### config.mk
export PLATFORM = sky130hd
export DESIGN_NAME = aes_word_packer
export DESIGN_NICKNAME = d
export VERILOG_FILES = /design/src/rtl/aes_pkg.sv /design/src/rtl/aes_blk_fifo.sv /design/src/rtl/aes_word_packer.sv
export SDC_FILE = /design/constraint.sdc
export NUM_CORES = 1
export LEC_CHECK = 0
export ABC_AREA = 1
export CAP_MARGIN = 15
export CORE_AREA = 2 2 214 216
export DETAILED_ROUTE_END_ITERATION = 8
export DIE_AREA = 0 0 216 218
export PLACE_DENSITY = 0.79
export SLEW_MARGIN = 15
export SYNTH_ARGS = -nofsm -noshare
export SYNTH_HDL_FRONTEND = slang
export SYNTH_SLANG_ARGS = --single-unit
### constraint.sdc
create_clock -name clk_i -period 6.5 [get_ports clk_i]
set_input_delay 1.3 -clock clk_i [delete_from_list [all_inputs] [get_ports clk_i]]
set_output_delay 1.3 -clock clk_i [all_outputs]
set_load 0.1 [all_outputs]
### src/rtl/aes_pkg.sv
// Shared types and helpers for the AES word packer and its block FIFO.
package aes_pkg;

  typedef logic [127:0] aes_block_t;
  typedef logic [31:0]  aes_word_t;

  typedef enum logic {
    ST_DATA = 1'b0,
    ST_KEY  = 1'b1
  } aes_pack_state_e;

  localparam int AES_WORDS_PER_BLOCK = 4;

  // Slot 0 is the most significant word (FIPS-197 byte order).
  function automatic aes_block_t aes_place_word(input aes_block_t base,
                                                input aes_word_t  w,
                                                input logic [1:0] slot);
    aes_block_t r;
    r = base;
    case (slot)
      2'd0:    r[127:96] = w;
      2'd1:    r[95:64]  = w;
      2'd2:    r[63:32]  = w;
      default: r[31:0]   = w;
    endcase
    return r;
  endfunction

endpackage

### src/rtl/aes_blk_fifo.sv
// Synchronous block FIFO; head entry is read straight from the storage flops.
module aes_blk_fifo
  import aes_pkg::*;
#(
  parameter int DEPTH = 2
) (
  input  logic       clk_i,
  input  logic       rst_ni,
  input  logic       push_i,
  input  aes_block_t push_data_i,
  input  logic       pop_i,
  output aes_block_t data_o,
  output logic       valid_o,
  output logic       full_o,
  output logic       empty_o
);

  localparam int AW = (DEPTH > 1) ? $clog2(DEPTH) : 1;
  localparam int CW = AW + 1;

  aes_block_t    mem_q [DEPTH];
  logic [AW-1:0] wr_q, rd_q;
  logic [CW-1:0] cnt_q;
  logic          push_ok, pop_ok;

  assign empty_o = (cnt_q == '0);
  assign full_o  = (cnt_q == CW'(DEPTH));
  assign valid_o = !empty_o;
  assign data_o  = mem_q[rd_q];

  assign push_ok = push_i && !full_o;
  assign pop_ok  = pop_i && !empty_o;

  always_ff @(posedge clk_i or negedge rst_ni) begin
    if (!rst_ni) begin
      for (int i = 0; i < DEPTH; i++) mem_q[i] <= '0;
      wr_q  <= '0;
      rd_q  <= '0;
      cnt_q <= '0;
    end else begin
      if (push_ok) begin
        mem_q[wr_q] <= push_data_i;
        wr_q        <= wr_q + AW'(1);
      end
      if (pop_ok) rd_q <= rd_q + AW'(1);
      case ({push_ok, pop_ok})
        2'b10:   cnt_q <= cnt_q + CW'(1);
        2'b01:   cnt_q <= cnt_q - CW'(1);
        default: cnt_q <= cnt_q;
      endcase
    end
  end

endmodule

### src/rtl/aes_word_packer.sv
// Packs 32-bit words into 128-bit data blocks (FIFO) or key loads.
// Define AES_PACK_PAD_EN to zero-pad short data groups ended by word_last_i.
module aes_word_packer
  import aes_pkg::*;
#(
  parameter int OUT_DEPTH = 2,
  parameter int CNT_W     = 16
) (
  input  logic            clk_i,
  input  logic            rst_ni,
  input  logic            word_valid_i,
  output logic            word_ready_o,
  input  aes_word_t       word_i,
  input  logic            word_is_key_i,
  input  logic            word_last_i,
  output logic            blk_valid_o,
  input  logic            blk_ready_i,
  output aes_block_t      blk_o,
  output aes_block_t      key_o,
  output logic            load_key_o,
  output logic            err_o,
  input  logic            clear_err_i,
  output logic [CNT_W-1:0] blk_count_o,
  output aes_pack_state_e dbg_state_o,
  output logic [1:0]      dbg_idx_o
);

  localparam logic [1:0] LAST_IDX = 2'(AES_WORDS_PER_BLOCK - 1);

  aes_pack_state_e  state_q, state_d;
  logic [1:0]       idx_q, idx_d;
  aes_block_t       asm_q, asm_d;
  aes_block_t       key_q, key_d;
  logic             load_key_q, load_key_d;
  logic             err_q, err_d;
  logic [CNT_W-1:0] cnt_q;

  logic       fifo_full, fifo_empty, fifo_valid;
  logic       push, pop, xfer, mismatch, ready_raw, err_set;
  logic [1:0] eff_idx;
  aes_block_t asm_word;

  // A word of the other type restarts the group at slot 0.
  assign mismatch = (idx_q != 2'd0) && (word_is_key_i != (state_q == ST_KEY));
  assign eff_idx  = mismatch ? 2'd0 : idx_q;
  assign asm_word = aes_place_word((eff_idx == 2'd0) ? '0 : asm_q, word_i, eff_idx);

  always_comb begin
    if (word_is_key_i) ready_raw = (eff_idx == LAST_IDX) ? (fifo_empty && !fifo_valid) : 1'b1;
    else               ready_raw = !fifo_full;
  end

  assign word_ready_o = rst_ni && ready_raw;
  assign xfer         = word_valid_i && word_ready_o;
  assign pop          = fifo_valid && blk_ready_i;

  always_comb begin
    state_d    = state_q;
    idx_d      = idx_q;
    asm_d      = asm_q;
    key_d      = key_q;
    load_key_d = 1'b0;
    push       = 1'b0;
    err_set    = 1'b0;
    if (xfer) begin
      state_d = word_is_key_i ? ST_KEY : ST_DATA;
      asm_d   = asm_word;
      err_set = mismatch;
      if (eff_idx == LAST_IDX) begin
        idx_d = 2'd0;
        if (word_is_key_i) begin
          key_d      = asm_word;
          load_key_d = 1'b1;
        end else begin
          push = 1'b1;
        end
      end else if (!word_is_key_i && word_last_i) begin
        idx_d = 2'd0;
`ifdef AES_PACK_PAD_EN
        push = 1'b1;
`else
        err_set = 1'b1;
`endif
      end else begin
        idx_d = eff_idx + 2'd1;
      end
    end
    if (err_set)          err_d = 1'b1;
    else if (clear_err_i) err_d = 1'b0;
    else                  err_d = err_q;
  end

  always_ff @(posedge clk_i or negedge rst_ni) begin
    if (!rst_ni) begin
      state_q    <= ST_DATA;
      idx_q      <= 2'd0;
      asm_q      <= '0;
      key_q      <= '0;
      load_key_q <= 1'b0;
      err_q      <= 1'b0;
      cnt_q      <= '0;
    end else begin
      state_q    <= state_d;
      idx_q      <= idx_d;
      asm_q      <= asm_d;
      key_q      <= key_d;
      load_key_q <= load_key_d;
      err_q      <= err_d;
      if (pop) cnt_q <= cnt_q + CNT_W'(1);
    end
  end

  aes_blk_fifo #(.DEPTH(OUT_DEPTH)) u_fifo (
    .clk_i       (clk_i),
    .rst_ni      (rst_ni),
    .push_i      (push),
    .push_data_i (asm_word),
    .pop_i       (pop),
    .data_o      (blk_o),
    .valid_o     (fifo_valid),
    .full_o      (fifo_full),
    .empty_o     (fifo_empty)
  );

  assign blk_valid_o = fifo_valid;
  assign key_o       = key_q;
  assign load_key_o  = load_key_q;
  assign err_o       = err_q;
  assign blk_count_o = cnt_q;
  assign dbg_state_o = state_q;
  assign dbg_idx_o   = idx_q;

endmodule

# Word-level counts from Yosys, hierarchy flattened
# Index checks and enable logic that the tools add are counted.
[totals]
register_bits = 537
input_bits = 39
[classes]
add_sub_neg = 6
order_cmp = 3
eq_ne = 7
n_mux = 28
bitwise_logic = 2
n_reduce_logical = 18
[op_table]
columns = ["operator", "count"]
rows = [
  ["128-bit 2-to-1 mux", 5],
  ["256-bit bitwise mux", 1],
  ["128-bit demux with 1-bit select", 1],
  ["32-bit 2-to-1 mux", 4],
  ["16-bit by 1-bit adder with 16-bit output (second input constant)", 1],
  ["1-bit 2-to-1 mux", 13],
  ["2-bit == test (second input constant)", 4],
  ["1-bit logical AND", 8],
  ["2-bit 2-to-1 mux", 3],
  ["2-bit nonzero test", 3],
  ["2-bit by 1-bit adder with 2-bit output (second input constant)", 2],
  ["2-bit by 1-bit == test with 1-bit output (second input constant)", 2],
  ["2-bit >= comparator (second input constant)", 2],
  ["2-bit zero test", 2],
  ["1-bit inverter with 2-bit output", 2],
  ["2-bit one-hot mux with 2 select lines", 1],
  ["1-bit zero test", 3],
  ["3-bit AND reduction", 1],
  ["3-bit OR reduction", 1],
  ["1-bit adder (second input constant)", 2],
  ["2-bit by 1-bit less-than comparator with 1-bit output (second input constant)", 1],
  ["2-bit by 1-bit subtractor with 2-bit output (second input constant)", 1],
  ["1-bit inequality test", 1],
]

# Depth between registers and ports, before layout
# Gate-level depths: netlist (run 1).
[logic_depth]
ltp_word = 12
ltp_mapped = 18
ltp_nobuf = 16

# Modules after synthesis
# Synthesis (run 1) repeated with hierarchy kept, for this count alone.
[hier_totals]
hier_cells = 3123
hier_area_um2 = 24345.8
[by_module_without_submodules]
columns = ["module", "n_inst", "cells_per_inst", "area_per_inst_um2", "seq_area_each_um2"]
rows = [
  ["aes_blk_fifo", 1, 1581, 12291.8, 6506.2],
  ["aes_word_packer", 1, 1542, 12054.1, 6931.6],
]

# Least setup slack after synthesis (run 1)
# Ideal clock, no wire load.
[synth_timing]
kind = "in2out"
startpoint = "in word_is_key_i"
endpoint = "out word_ready_o"
arrival_ns = 2.715
path_slack_ns = 2.485
stages = 8
n_path_buf = 0
cell_sequence = "a21oi_1 o21ai_0 nand2_1 inv_1 ha_1 nand2_1 nor2_1 nor2_4"
[synth_between]
elab_chain_cells = 7
[synth_lines]
columns = ["item", "line", "text"]
rows = [
  ["start, declared", "aes_word_packer.sv:14", "input logic word_is_key_i,"],
  ["1-bit inequality test", "aes_word_packer.sv:44", "assign mismatch = (idx_q != 2'd0) && (word_is_key_i != (state_q == ST_KEY));"],
  ["1-bit logical AND", "aes_word_packer.sv:44", ""],
  ["2-bit 2-to-1 mux", "aes_word_packer.sv:45", "assign eff_idx = mismatch ? 2'd0 : idx_q;"],
  ["2-bit == test", "aes_word_packer.sv:49", "if (word_is_key_i) ready_raw = (eff_idx == LAST_IDX) ? (fifo_empty && !fifo_valid) : 1'b1;"],
  ["1-bit 2-to-1 mux", "aes_word_packer.sv:49", ""],
  ["1-bit 2-to-1 mux *", "aes_word_packer.sv:49", ""],
  ["1-bit logical AND *", "aes_word_packer.sv:53", "assign word_ready_o = rst_ni && ready_raw;"],
  ["end, declared", "aes_word_packer.sv:12", "output logic word_ready_o,"],
]
# Every way passes the cells marked *; elsewhere a longest branch is shown, timed or not.

# Final worst setup path (run 1)
[layout_timing]
startpoint = "reg u_fifo.rd_q"
endpoint = "out blk_o[122]"
[layout_between]
elab_chain_cells = 4
[layout_lines]
columns = ["item", "line", "text"]
rows = [
  ["start, declared", "aes_blk_fifo.sv:22", "logic [AW-1:0] wr_q, rd_q;"],
  ["start signal, assigned", "aes_blk_fifo.sv:45", "if (pop_ok) rd_q <= rd_q + AW'(1);"],
  ["1-bit inverter with 2-bit output (not written as such)", "aes_blk_fifo.sv:29", "assign data_o = mem_q[rd_q];"],
  ["128-bit 2-to-1 mux (not written as such) (3 in series)", "aes_blk_fifo.sv:29", ""],
  ["end, declared", "aes_word_packer.sv:18", "output aes_block_t blk_o,"],
]
# No other way between the ends. The select of a mux whose other input is x is not followed.

==> results of run 1 <==
-- state kept, by name (all words and copies together) (netlist names) --
register      count
u_fifo.mem_q    256
asm_q           128
key_o           128
blk_count_o      16
dbg_idx_o         2
u_fifo.cnt_q      2
dbg_state_o       1
err_o             1
load_key_o        1
u_fifo.rd_q       1
u_fifo.wr_q       1
-- worst paths after layout --
check	endpoint	slack (ns)	cells after the start
min	u_fifo.mem_q[239]	0.47	2
max	blk_o[122]	1.18	4
min in group asynchronous	u_fifo.mem_q[42]	0.76	1
min reg2reg	u_fifo.mem_q[239]	0.47	2
max reg2reg	u_fifo.mem_q[132]	2.78	12
max in group asynchronous	key_o[90]	3.42	3
-- synthesized netlist by cell type, types with 18 or more instances --
cell type  instances
nand4_1          259
nand2_1         1448
buf_2             65
nor2_1            22
o22ai_1           96
dfrtp_1          537
o21a_1            32
buf_4             23
inv_1            181
clkbuf_1         124
o21ai_0          151
o21ai_1           18
-- stage by stage --
| step | utilization (%) | hold WS, ns | power (mW) | setup WS [ns] | cell area, um^2 |
|---|---|---|---|---|---|
| global route | 65.4 | 0.486 | 13.3 | 1.09 | 29400 |
| detailed placement | 61.2 | 0.458 | 9.52 | 1.46 | 27500 |
| CTS | 65.4 | 0.472 | 12.8 | 1.25 | 29300 |
| global placement | 61.2 | 0.453 | 9.39 | 1.43 | 27500 |
| floorplan | - | 0.442 | 8.05 | 2.48 | 24300 |
| finish | 65.4 | 0.470 | 12.8 | 1.18 | 29400 |
-- power by group through the flow --
stage	combinational (mW)	sequential, mW	clock [mW]
after floorplan	2.61	5.44	0
after global placement	4.97	4.42	0
after detailed placement	5.08	4.44	0
after CTS	5.12	4.40	3.28
after global routing	5.44	4.47	3.43
final	5.16	4.41	3.25
-- tightest hold or removal path, delay by kind of cell (launching register included) --
family	cells	cell delay (ns)
flip-flops	1	0.34
AND/OR/NAND/NOR	2	0.10
-- cell families after synthesis --
group                      count (synthesis)  synth area share (%)
AOI/OAI and AO/OA                        300                  7.01
xor gates and xnor gates                  11                 0.397
adders and majority gates                  6                 0.309
buffers and inverters                    408                  7.09
DFF                                      537                  55.4
and+or+nand+nor                         1744                  29.8
-- metal layers --
| metal | vias to the layer above | global-route usage, % | wire, um |
|---|---|---|---|
| met5 | - | 0 | 42 |
| met4 | 6 | 16.7 | 4100 |
| met3 | 223 | 8.74 | 8520 |
| met2 | 1213 | 50.5 | 35100 |
| met1 | 10800 | 46.3 | 31600 |
| li1 | 10000 | - | - |
-- layout make-up --
| type | instances | area (um^2) | area share [%] |
|---|---|---|---|
| Clock inverter | 15 | 200 | 0.682 |
| Timing Repair Buffer | 348 | 3470 | 11.8 |
| Clock buffer | 83 | 1650 | 5.63 |
| Inverter | 186 | 704 | 2.40 |
| Sequential cell | 537 | 13400 | 45.8 |
| Multi-Input combinational cell | 2061 | 9140 | 31.1 |
| Tap cell | 600 | 751 | 2.56 |
==> out/metrics.cfg, run 1 <==
[status]
status = completed

[final_layout]
syn_to_final_growth_pct = 21.0
insertedDiodeCount = 0
final_cell_mix = 1447 x nand2_1, 535 x dfrtp_1, 315 x clkdlybuf4s50_1
layout_commonest_cell = nand2_1
finish.net_count = 3234
fill_cells = 3712
instances_no_fill = 3830
drive_gt1_share_pct = 4.21

[yosys]
syn_area_mm2 = 0.0243
synth_top_cells_by_area = dfrtp_1 55%, nand2_1 22%, nand4_1 6.7%
ys.flop_type = dfrtp_1
synth_area_per_cell_um2 = 8.08
synth_edf_count = 0
synth_top_area_cell = dfrtp_1
yosysTopAreaCellShare_pct = 55.4
ys_warn_count = 0
synthCells = 3006
synthArstFlopShare_pct = 100
ys_ff_latch = 537
synth_nets = 3051
yosysUniqueCellTypes = 25
ys_seq_area_share_pct = 55.4

[clock_network]
cts_buffers = 55
cts_tree = done
cts_root_buf = clkbuf_16
htreeDepth = 2
post_cts_buffers = 0
clk_path_buf_depth = 3
cts_resized = 0
clkSinkCount = 537
cts_hold_buf = 0
clock_latency_ns = 0.60
cts.clk_slew.worst_paths_ns = 0.06

[timing]
clock-skew-final_ns = 0.0135
fin_setup_tns_ns = 0
rsz0062_at_grt = false
relSlewSlack_pct = 19.7
hold_viol = 0
setup_violations = 0
worst_pin_slew_ns = 1.20
period_share_pct = 81.9
fin_crit_ns = 5.32
maxSlewViolCount = 0
maxClockFrequency_mhz = 188

[placement]
io_buffers = 317
placed_cells = 3731
gp_congestion = 0.858
dp_hpwl_um = 48000

[power_and_ir_drop]
clkPwrFrac_pct = 25.4
seq_power_share_pct = 34.4
power.internal_mw = 6.99
switchingPower_mw = 5.83
power_density_mw_per_mm2 = 437
p_comb_share_pct = 40.2
ir_drop_uv = 344
swShare_pct = 45.5
leakage_nw = 15.1

[floorplan]
rows = 78
die_area_mm2 = 0.0471
io_pins = 318
chipHeight_um = 218
die_w_um = 216
initial_core_util_pct = 54.1
core_area_mm2 = 0.0449

[critical_path]
cpMostUsedCell = nand2_1
slowest_delay_ns = 1.17
critPathMaxFanout = 75
crit_family = buffers and inverters
path_cells = buf_4 -> nand2_1 -> nand2_1 -> clkdlybuf4s50_1
required_ns = 5.20
cpMaxStageDelayCell = clkdlybuf4s50_1
crit_path_start = u_fifo.rd_q
worstSetupPathType = flop to output port
crit_path_end_kind = output port
path_buf_inv = 2
r2r_start = dbg_idx_o[1]
crit_path_start_kind = flop
worstPathArrival_ns = 4.02

[route]
initialDrtViolationCount = 3007
wl_per_cell_um = 20.7
viasPerCell = 5.81
drt_wl_total_um = 79400
drc = 0
num_vias = 22200
ant_nets = 0
drtPass1Iterations = 6

[grt]
grt_pass1_vias = 21400
grt_pass1_wl_um = 124000
gr-usage-all-layers_pct = 33.8
antenna_found_initial = 2
grt_max_degree = 262
grt-ovfl-total = 0

[flow_run]
drv_cap = 0

[hold_path]
min-delay-path-class = flop to flop
hold_start = u_fifo.mem_q[239]

(Power assumes the default switching activity.)
==> run 2: changes to the inputs <==
clock period = 5.4 ns   (was 6.5 ns; I/O delays follow)
==> out/metrics.cfg, run 2 (synthesis results as in run 1) <==
[final_layout]
drive_gt1_share_pct = 6.56  ; +2.3 points
seqCellArea_mm2 = 0.0134  ; unchanged
largest_reg_flops = 256  ; unchanged
instances_no_fill = 3836  ; +0.16%
finish.net_count = 3234  ; unchanged
top_register = u_fifo.mem_q
multi_input_area_mm2 = 0.00914  ; about the same
layout_commonest_cell = nand2_1
final_cell_mix = 1448 x nand2_1, 535 x dfrtp_1, 259 x nand4_1
fill_cells = 3656  ; -1.5%
design_area_mm2 = 0.0293  ; -0.17%
syn_to_final_growth_pct = 20.8

[route]
viasPerCell = 5.74  ; -1.1%
ant_nets = 0  ; unchanged
wl_per_cell_um = 20.1  ; -2.9%
initialDrtViolationCount = 2782  ; -7.5%
drtPass1Iterations = 6  ; unchanged
drt_wl_total_um = 77200  ; -2.7%
num_vias = 22000  ; -0.98%
drc = 0  ; unchanged

[timing]
relSlewSlack_pct = 17.8  ; -1.9 points
maxSlewViolCount = 0  ; unchanged
fin_crit_ns = 4.78
maxClockFrequency_mhz = 209
rsz0062_at_grt = false
clock-skew-final_ns = 0.0138  ; +0.000287 ns
fin_setup_tns_ns = 0  ; unchanged
worst_pin_slew_ns = 1.23  ; +0.0280 ns
hold_viol = 0  ; unchanged
period_share_pct = 88.6
hold_ws_ns = 0.337  ; -0.134 ns
setup_violations = 0  ; unchanged

[clock_network]
cts_root_buf = clkbuf_16
cts_tree = done
clkSinkCount = 537  ; unchanged
cts_hold_buf = 0  ; unchanged
cts_buffers = 56  ; +1.8%
htreeDepth = 2  ; unchanged
clk_path_buf_depth = 3  ; unchanged
post_cts_buffers = 0  ; unchanged
clock_latency_ns = 0.61  ; about the same
cts_resized = 0  ; unchanged
cts.clk_slew.worst_paths_ns = 0.06  ; about the same

[critical_path]
required_ns = 4.32  ; -0.88 ns
cpMaxStageDelayCell = clkdlybuf4s50_1
ff2ff_setup_slack_ns = 2.30  ; -0.48 ns
crit_path_end_kind = output port
reg2regPathDepth = 14  ; +2
r2r_start = dbg_idx_o[1]
worstPathArrival_ns = 3.70  ; -0.32 ns
crit_cells = 4  ; unchanged
cpMostUsedCell = nand2_1
path_cells = inv_4 -> nand2_1 -> nand2_1 -> clkdlybuf4s50_1
critPathMaxFanout = 74  ; -1.3%
reg2reg_to = u_fifo.mem_q[95]
slowest_delay_ns = 1.16  ; about the same
crit_path_start_kind = flop
crit_family = buffers and inverters
worstSetupPathType = flop to output port
path_buf_inv = 2  ; unchanged

[grt]
grt_pass1_wl_um = 120000  ; -3.3%
grt-ovfl-total = 0  ; unchanged
grt_max_degree = 233  ; -11%
gr-usage-all-layers_pct = 32.6  ; -1.2 points
grt_pass1_vias = 20900  ; -2.4%
antenna_found_initial = 0  ; -2

[power_and_ir_drop]
total_power_mw = 15.5  ; +21%
power_density_mw_per_mm2 = 528  ; +21%
ir_drop_uv = 427  ; +24%
leakage_nw = 15.3  ; +1.3%

[placement]
io_buffers = 317  ; unchanged
gp_congestion = 0.850  ; -0.97%
dpl_cell_area_mm2 = 0.0274  ; -0.40%
placed_cells = 3730  ; -0.027%
dp_hpwl_um = 47000  ; -1.9%

[floorplan]
core_area_mm2 = 0.0449  ; unchanged
chipHeight_um = 218  ; unchanged
die_w_um = 216  ; unchanged
rows = 78  ; unchanged
initial_core_util_pct = 54.1  ; unchanged
io_pins = 318  ; unchanged
die_area_mm2 = 0.0471  ; unchanged

[hold_path]
min-delay-path-class = input pin to asynchronous set/reset pin

[status]
status = completed

[flow_run]
drv_cap = 0  ; unchanged

[run 2: cell types whose count changed in the layout (fill, tap and decap cells not counted), sizes merged]
cell / delta
clkinv: -1
clkdlybuf4s50: -75
diode: +3
buf: +74
bufinv: +1
clkinvlp: +3
inv: +1
[run 2: worst reg2reg max path, cell delays in order (launching register included)]
cell and delay (ns):
dfrtp_1 0.46, nor2_1 0.08, a21oi_1 0.11, o21ai_0 0.15, nand2_1 0.17, inv_1 0.09
ha_1 0.25, nand2_1 0.12, inv_2 0.07, nand2_1 0.07, nand3_1 0.10, nor2_4 0.20
buf_12 0.51, nand4_1 0.53, nand2_1 0.13
[run 2: layer usage]
layer,part of all wire [%],vias to the layer above,track usage [%]
met1,40,10600,44.8
met4,4.5,0,15.0
met5,0,-,0
met2,45,1161,49.5
li1,-,10000,-
met3,10,197,7.62
[run 2: final cells by class]
class / count / share of cell area [%]
Antenna cell: 3 / 0.0256
Clock buffer: 83 / 5.61
Clock inverter: 19 / 0.888
Inverter: 186 / 2.40
Multi-Input combinational cell: 2061 / 31.2
Sequential cell: 537 / 45.9
Tap cell: 600 / 2.56
Timing Repair Buffer: 347 / 11.5
[run 2: how the worst max path moves through the flow]
stage / from / to / slack [ns]
finish: u_fifo.rd_q / blk_o[121] / 0.62
global route: u_fifo.rd_q / blk_o[121] / 0.50
CTS: u_fifo.rd_q / blk_o[121] / 0.60
detailed placement: word_is_key_i / word_ready_o / 1.18
global placement: word_is_key_i / word_ready_o / 1.21
floorplan: word_is_key_i / word_ready_o / 1.82
[run 2: per-stage QoR]
stage          setup slack (ns)  utilization [%]
4_1_cts                   0.598             65.2
3_5_place_dp               1.18             61.0
2_1_floorplan              1.82                -
6_report                  0.616             65.3
3_3_place_gp               1.21             60.9
5_1_grt                   0.499             65.3
[run 2: power breakdown]
group	switching, mW	internal, mW	leakage (nW)	total (mW)
combinational	4.88	1.32	6.97	6.20
sequential	0.533	4.75	7.36	5.28
clock	1.62	2.39	0.930	4.00
total	7.03	8.45	15.3	15.5
